## src/rtl/encoder4to2_serial.sv

```systemverilog
// encoder4to2_serial: emits the 2-bit index of each set bit of a request word, one per handshake beat
module encoder4to2_serial #(
  parameter bit PRIORITY_HIGH = 1'b0
) (
  input  logic       clk,
  input  logic       rst,
  input  logic       in_valid,
  output logic       in_ready,
  input  logic [3:0] i,
  output logic       out_valid,
  input  logic       out_ready,
  output logic [1:0] o,
  output logic       out_last,
  output logic       zero_err
);
  typedef enum logic {IDLE, BUSY} state_t;
  state_t     state_q, state_d;
  logic [3:0] pending_q, pending_d;
  logic       zero_err_q, zero_err_d;
  logic [1:0] idx;
  logic       beat, accept;
  // Priority pick, handshakes and next-state; a final beat may accept the next word with no bubble
  always_comb begin
    idx = PRIORITY_HIGH ? (pending_q[3] ? 2'd3 : pending_q[2] ? 2'd2 : pending_q[1] ? 2'd1 : 2'd0)
                        : (pending_q[0] ? 2'd0 : pending_q[1] ? 2'd1 : pending_q[2] ? 2'd2 : 2'd3);
    out_valid = state_q == BUSY;
    o = out_valid ? idx : 2'd0;
    out_last = out_valid && ($countones(pending_q) == 1);
    beat = out_valid && out_ready;
    in_ready = !out_valid || (beat && out_last);
    accept = in_valid && in_ready;
    pending_d = accept ? i : beat ? (pending_q & ~(4'b0001 << idx)) : pending_q;
    state_d = (pending_d != 4'd0) ? BUSY : IDLE;
    zero_err_d = accept && (i == 4'd0);
  end
  // State, pending bits and the registered zero-word pulse
  always_ff @(posedge clk) begin
    if (rst) begin
      state_q <= IDLE;
      pending_q <= 4'd0;
      zero_err_q <= 1'b0;
    end else begin
      state_q <= state_d;
      pending_q <= pending_d;
      zero_err_q <= zero_err_d;
    end
  end
  assign zero_err = zero_err_q;
endmodule

```

## config.mk

```make
export PLATFORM = sky130hd
export DESIGN_NAME = encoder4to2_serial
export DESIGN_NICKNAME = d
export VERILOG_FILES = /design/src/rtl/encoder4to2_serial.sv
export SDC_FILE = /design/constraint.sdc
export NUM_CORES = 1
export LEC_CHECK = 0
export CELL_PAD_IN_SITES_DETAIL_PLACEMENT = 1
export CELL_PAD_IN_SITES_GLOBAL_PLACEMENT = 2
export CORE_MARGIN = 4
export CORE_UTILIZATION = 24
export DETAILED_ROUTE_END_ITERATION = 8
export PLACE_DENSITY = 0.75
export RECOVER_POWER = 50
export SETUP_SLACK_MARGIN = 0.2
export SYNTH_ARGS = -nofsm -noshare
export SYNTH_HDL_FRONTEND = slang
export SYNTH_SLANG_ARGS = --single-unit
```

## constraint.sdc

```tcl
create_clock -name clk -period 3.45 [get_ports clk]
set_clock_uncertainty 0.1 [all_clocks]
set_input_delay 0.69 -clock clk [delete_from_list [all_inputs] [get_ports clk]]
set_output_delay 0.69 -clock clk [all_outputs]
set_load 0.005 [all_outputs]
```

======== After elaboration in Yosys (flattened, before gate mapping) ========
Index checks and enable logic that the tools add are counted.
operators by class
  add/subtract/negate cells ............... 3
  equal/unequal tests ..................... 1
  shifts and indexed selects .............. 1
  muxes and demuxes ....................... 7
  bitwise logic cells ..................... 2
  reduce and logical (&&, ||, !) cells .... 9
operators with widths
  cell                                                                number
  4-bit two-way mux                                                   2
  2-bit two-way mux                                                   3
  1-bit logical AND                                                   5
  1-bit by 1-bit adder with 2-bit output                              2
  4-bit AND                                                           1
  4-bit logical NOT                                                   1
  4-bit inverter                                                      1
  4-bit nonzero test                                                  1
  1-bit by 2-bit << shifter with 4-bit output (first input constant)  1
  2-bit by 2-bit adder with 3-bit output                              1
  3-bit by 1-bit == test with 1-bit output (second input constant)    1
  1-bit two-way mux                                                   2
  1-bit logical NOT                                                   1
  1-bit logical OR                                                    1
storage, ports and cells
  register bits ........................... 6
  input bits .............................. 8
  output and inout port bits .............. 6
  word-level logic and storage cells ...... 26

======== Logic depth before layout (Yosys ltp) ========
Gate-level depths: netlist (run 1).
  word-level depth ........................ 10
  mapped depth ............................ 9
  depth with buffers taken out ............ 9

======== Worst setup path after synthesis (run 1) ========
OpenSTA, ideal clock, no wires.
  kind .................................... register to output
  from .................................... register pending_q[0]
  to ...................................... output out_last
  arrival ................................. 1,753 ps
  required time ........................... 2,660 ps
  slack ................................... 907 ps
  cell stages (with the launch flop) ...... 7
  path buffers ............................ 0
  cell sequence ........................... dfxtp_1 inv_1 fa_1 inv_1 ha_1 ha_1 and4bb_2
on the way
  word-level cells in the longest chain between the ends .. 4
RTL lines
  what                                                          line  RTL
  start, declared                                               18    logic [3:0] pending_q, pending_d;
  start signal, assigned                                        44    pending_q <= pending_d;
  1-bit by 1-bit adder with 2-bit output (implied by the code)  28    out_last = out_valid && ($countones(pending_q) == 1);
  2-bit by 2-bit adder with 3-bit output (implied by the code)  28
  3-bit by 1-bit == test with 1-bit output                      28
  1-bit logical AND                                             28
  end, declared                                                 13    output logic out_last,
No other way between the ends.

======== Worst setup path after layout (run 1) ========
  from .................................... register pending_q[0]
  to ...................................... output in_ready
on the way
  word-level cells in the longest chain between the ends .. 6
RTL lines
  what                                                          line  RTL
  1-bit by 1-bit adder with 2-bit output (implied by the code)  28
  2-bit by 2-bit adder with 3-bit output (implied by the code)  28
  3-bit by 1-bit == test with 1-bit output                      28
  1-bit logical AND                                             28
  1-bit logical AND                                             30    in_ready = !out_valid || (beat && out_last);
  1-bit logical OR                                              30
  end, declared                                                 8     output logic in_ready,
No other way between the ends.

==> flow_summary.toml, run 1 <==
[power]
vdd.ir_drop.worst_v = 0.0002522
p_leak_nw = 0.2837
cellPowerDensity_nw_per_um2 = 379.4

[logic_synthesis]
avgSynthCellArea_um2 = 9.719
synth_fp_nets = 56
netlist_area_um2 = 417.9
ys_seq_area_frac = 0.2874
synth_cell_types = 23
synth_seq_cells = 6
syn_inst = 43
ys_warn_count = 0

[cells_and_area]
layout.cells.non_filler = 76
multi_input_area_um2 = 255.2
nets = 75
final_cell_mix = "inv_1 (7), clkdlybuf4s50_1 (7), dfxtp_1 (5)"
fillers = 186
regArea_um2 = 121.4
area_delta_synth_final_pct = 38.92
drive_gt1_frac = 0.1500
diodes = 0

[sta]
period_share = 0.8747
fmax_ghz = 0.3314
max_slew_margin = 0.8169
fin_setup_tns_ns = 0
slew_violations = 0
setup_viol = 0
rsz0062_at_grt = "no"
post-route-min-period_ns = 3.018
finalHoldViolations = 0
worst_pin_slew_ns = 0.2742
setup_slack_ns = 0.4324

[grt]
track_usage = 0.08892
grt_max_degree = 10
antenna_found_initial = 0
grt_pass1_vias = 377
overflow = 0
grt_first_pass_wirelength_mm = 1.683

[clocking]
hold_buffers = 0
htree_levels = 1
cts_buffers = 3
root_buffer = "clkbuf_4"
clock_latency_ns = 0.25
clkTransAtPathRegs_ns = 0.04
cts.sinks = 6
cts_tree = "done"
clk_path_buf_depth = 2

[setup_path]
path_delay_family = "adder cells"
critPathRequiredTime_ns = 2.66
endpoint_kind = "output port"
slowest_stage = "fa_1"
start_kind = "flop"
critPathMaxStageDelay_ns = 0.53
crit_path_cell_trace = "inv_1 -> fa_1 -> inv_1 -> ha_1 -> ha_1 -> nand4bb_1 -> nand2_1 -> dlygate4sd2_1"
cp_num_buf_inv = 3
setup.worst_path.class = "reg2out"
path_max_fanout = 3
crit_arrival_ns = 2.23

[floorplan]
die-area_um2 = 2473
ios = 14
die_w_um = 49.73
coreArea_um2 = 1577
start_util = 0.2651
rows = 14
die_h_um = 49.73

[detailed_routing]
drt-pass1-iter-count = 1
viasPerCell = 4.684
drc_errors = 0
ant_nets = 0
wl_um = 971
drt_iter0_markers = 0
vias = 356
wl_per_cell_um = 12.78

[place]
dp.cells = 72
pre_cts_ws_ns = 0.3226
port_buffers = 13
gp_congestion = 0.6556
dpl.hpwl_um = 806.5

[run_status]
outcome = "finished clean"

[min_path]
hold_class = "reg2reg"

[run]
maxCapViolCount = 0
## power by group
group          leakage, nW  internal (mW)  switching, mW
clock network       0.0138         0.0394         0.0256
logic                0.220         0.0415         0.0310
registers           0.0497         0.0758        0.00708
total                0.284          0.157         0.0637
## logic make-up (layout without fill, tap and decap cells)
| logic type | Yosys count | in the layout | share of synthesized area |
|---|---|---|---|
| buffers and inverters | 7 | 24 | 0.06289 |
| adder cells (fa/ha/maj) | 5 | 5 | 0.1677 |
| multiplexers | 4 | 4 | 0.1078 |
| AND/OR/NAND/NOR | 14 | 14 | 0.2425 |
| flip-flops | 6 | 6 | 0.2874 |
| AO/OA/AOI/OAI | 7 | 7 | 0.1318 |
## cell usage after synthesis
master | count | area, um^2
inv_1 | 7 | 26.28
dfxtp_1 | 6 | 120.1
ha_1 | 4 | 50.05
nor2_1 | 4 | 15.01
mux2i_1 | 3 | 30.03
nand2_1 | 2 | 7.510
a211oi_1 | 1 | 7.510
a21o_2 | 1 | 8.760
a31oi_1 | 1 | 6.260
a41oi_1 | 1 | 8.760
and2_2 | 1 | 7.510
and4bb_2 | 1 | 12.51
fa_1 | 1 | 20.02
mux2_4 | 1 | 15.01
nand3_1 | 1 | 5.000
nand4bb_4 | 1 | 27.53
nor2b_1 | 1 | 6.260
nor3_1 | 1 | 5.000
nor3b_1 | 1 | 7.510
o21a_1 | 1 | 7.510
o21bai_1 | 1 | 7.510
o31a_1 | 1 | 8.760
or4_1 | 1 | 7.510
## final cells by class
class,count,share of cell area
multi-input cells,30,0.4397
repair buffers,14,0.2328
flip-flops and latches,6,0.2091
inverters,7,0.04526
clock buffers,3,0.03879
well taps,16,0.03448
## worst register-to-register path: cells and delay by family (launching register included)
kind,cells,cell delay (ns)
flip-flops,1,0.34
buffers and inverters,2,0.12
AO/OA/AOI/OAI,3,0.68
AND/OR/NAND/NOR,1,0.22
adder cells (fa/ha/maj),3,0.99
## registers in the layout, indices dropped and copies added (netlist names)
name and cells:
out_valid 1, zero_err 1, pending_q 4
## routing by layer
layer  vias up  global-route usage  part of all wire  routed length (um)
met5         -                   0                 0                   0
met1       160              0.1141              0.47                 458
li1        185                   -                 -                   -
met4         0             0.08295             0.024                  23
met3         2            0.006024             0.038                  37
met2         9              0.1300              0.47                 452
## final timing paths
path	startpoint	end	slack (ns)	cells past startpoint
setup / recovery	pending_q[0]	in_ready	0.43	8
hold / removal	pending_q[2]	pending_q[2]	0.53	2
setup reg to reg	pending_q[0]	out_valid	0.87	9
hold reg to reg	pending_q[2]	pending_q[2]	0.53	2
## through the flow
stage,hold WS (ns),total power [mW],util,instance area [um^2]
2_1_floorplan,0.4097,0.1289,-,417.9
3_3_place_gp,0.5322,0.1677,0.3603,568.0
3_5_place_dp,0.5252,0.1682,0.3603,568.0
4_1_cts,0.5423,0.2353,0.3810,600.6
5_1_grt,0.5754,0.2402,0.3683,580.6
6_report,0.5341,0.2203,0.3683,580.6
## timing repair
action | in CTS | in global routing
endpoints found under the setup margin | 2 | 0
resized for setup | 5 | 0
endpoints found under the hold margin | 0 | 0
buffers inserted | 1 | 0
Power figures use the tool's default switching activity.
==> run 2: changes to the inputs <==
Settings changed: CORE_ASPECT_RATIO set to 1.2.
==> run 2 against run 1 <==
First-iteration DRC count up 2; critical path depth unchanged; sequential power down 0.5%; die area about the same; largest cell class unchanged; highest routed layer unchanged; non-clock buffer count unchanged; sequential share of layout area down 0.090 points.
==> flow_summary.toml, run 2 (same netlist as run 1, synthesis figures left out) <==
[run_status]
outcome = "finished clean"

[sta]
rsz0062_at_grt = "no"
post-route-min-period_ns = 3.018
max_slew_margin = 0.8175
fmax_ghz = 0.3313
slew_violations = 0
finalHoldViolations = 0
worst_pin_slew_ns = 0.2734
period_share = 0.8749
fin_setup_tns_ns = 0
setup_viol = 0

[cells_and_area]
regMostFlops = "pending_q"
drive_gt1_frac = 0.1500
largest_reg_flops = 4
post-route-cell-area_um2 = 583.1
area_delta_synth_final_pct = 39.52
diodes = 0
nets = 75
final_cell_mix = "inv_1 (7), clkdlybuf4s50_1 (7), dfxtp_1 (5)"
layout.cells.non_filler = 78

[min_path]
hold_class = "reg2reg"

[place]
port_buffers = 13
placed_area_um2 = 578.1
dpl.hpwl_um = 808.3
dp.cells = 75
gp_congestion = 0.6701

[power]
cellPowerDensity_nw_per_um2 = 376.3
p_leak_nw = 0.2837
finalPower_mw = 0.2194
vdd.ir_drop.worst_v = 0.0002023

[clocking]
cts_buffers = 3
cts_resized = 3
clkTransAtPathRegs_ns = 0.04
post-cts-setup-buffers = 0
clock_latency_ns = 0.24
cts_tree = "done"
root_buffer = "clkbuf_4"
clk_path_buf_depth = 2
htree_levels = 1
hold_buffers = 0
cts.sinks = 6

[floorplan]
start_util = 0.2546
rows = 16
die_w_um = 46.09
coreArea_um2 = 1642
ios = 14
die-area_um2 = 2475
die_h_um = 53.71

[setup_path]
start_kind = "flop"
critPathRequiredTime_ns = 2.66
endpoint_kind = "output port"
crit_arrival_ns = 2.23
setup.worst_path.class = "reg2out"
path_max_fanout = 3

[detailed_routing]
wl_per_cell_um = 12.21
viasPerCell = 4.718
vias = 368
ant_nets = 0
drt_iter0_markers = 2
drt-pass1-iter-count = 2
drc_errors = 0
wl_um = 952

[grt]
grt_max_degree = 10
grt_first_pass_wirelength_mm = 1.511
antenna_found_initial = 0
grt_pass1_vias = 353
track_usage = 0.08865
overflow = 0

[run]
maxCapViolCount = 0
-- run 2: cell counts in the layout (fill, tap and decap cells not counted) --
No cell type changed its count.
-- run 2: layout make-up --
type / instances / area (um^2)
Multi-Input combinational cell: 30 / 255.2
Clock buffer: 3 / 22.52
Tap cell: 18 / 22.52
Sequential cell: 6 / 121.4
Inverter: 7 / 26.28
Fill cell: 199 / 1059
Timing Repair Buffer: 14 / 135.1
-- run 2: report_power, final --
group / internal (mW) / total [mW] / switching, mW
Combinational: 0.0414 / 0.0724 / 0.0310
Sequential: 0.0757 / 0.0824 / 0.00668
Clock: 0.0393 / 0.0646 / 0.0253
Total: 0.156 / 0.219 / 0.0630
-- run 2: path summary, 6_finish.rpt --
path / from / to / slack [ns] / cells past startpoint
hold / removal: pending_q[2] / pending_q[2] / 0.52 / 2
setup reg to reg: pending_q[0] / out_valid / 0.86 / 9
hold reg to reg: pending_q[2] / pending_q[2] / 0.52 / 2
setup / recovery: pending_q[0] / in_ready / 0.43 / 8
-- run 2: metal layers --
layer	wire (um)	share of wire	global-route usage	up-vias
li1	-	-	-	185
met1	433	0.45	0.1034	170
met2	436	0.46	0.1353	9
met3	62	0.065	0.04013	4
met4	19	0.020	0.04265	0
met5	0	0	0	-
-- run 2: through the flow --
stage          hold WS (ns)  utilization  setup slack [ns]
2_1_floorplan        0.4097            -            0.9070
3_3_place_gp         0.5050       0.3521            0.4621
3_5_place_dp         0.5079       0.3521            0.4208
4_1_cts              0.5263       0.3651            0.4417
5_1_grt              0.5747       0.3552            0.2714
6_report             0.5158       0.3552            0.4316
-- run 2: critical path, stage by stage (launching register included) --
cell	delay [ns]
dfxtp_1	0.32
inv_1	0.07
fa_1	0.54
inv_1	0.04
ha_1	0.17
ha_1	0.28
nand4bb_1	0.24
nand2_1	0.10
dlygate4sd2_1	0.23
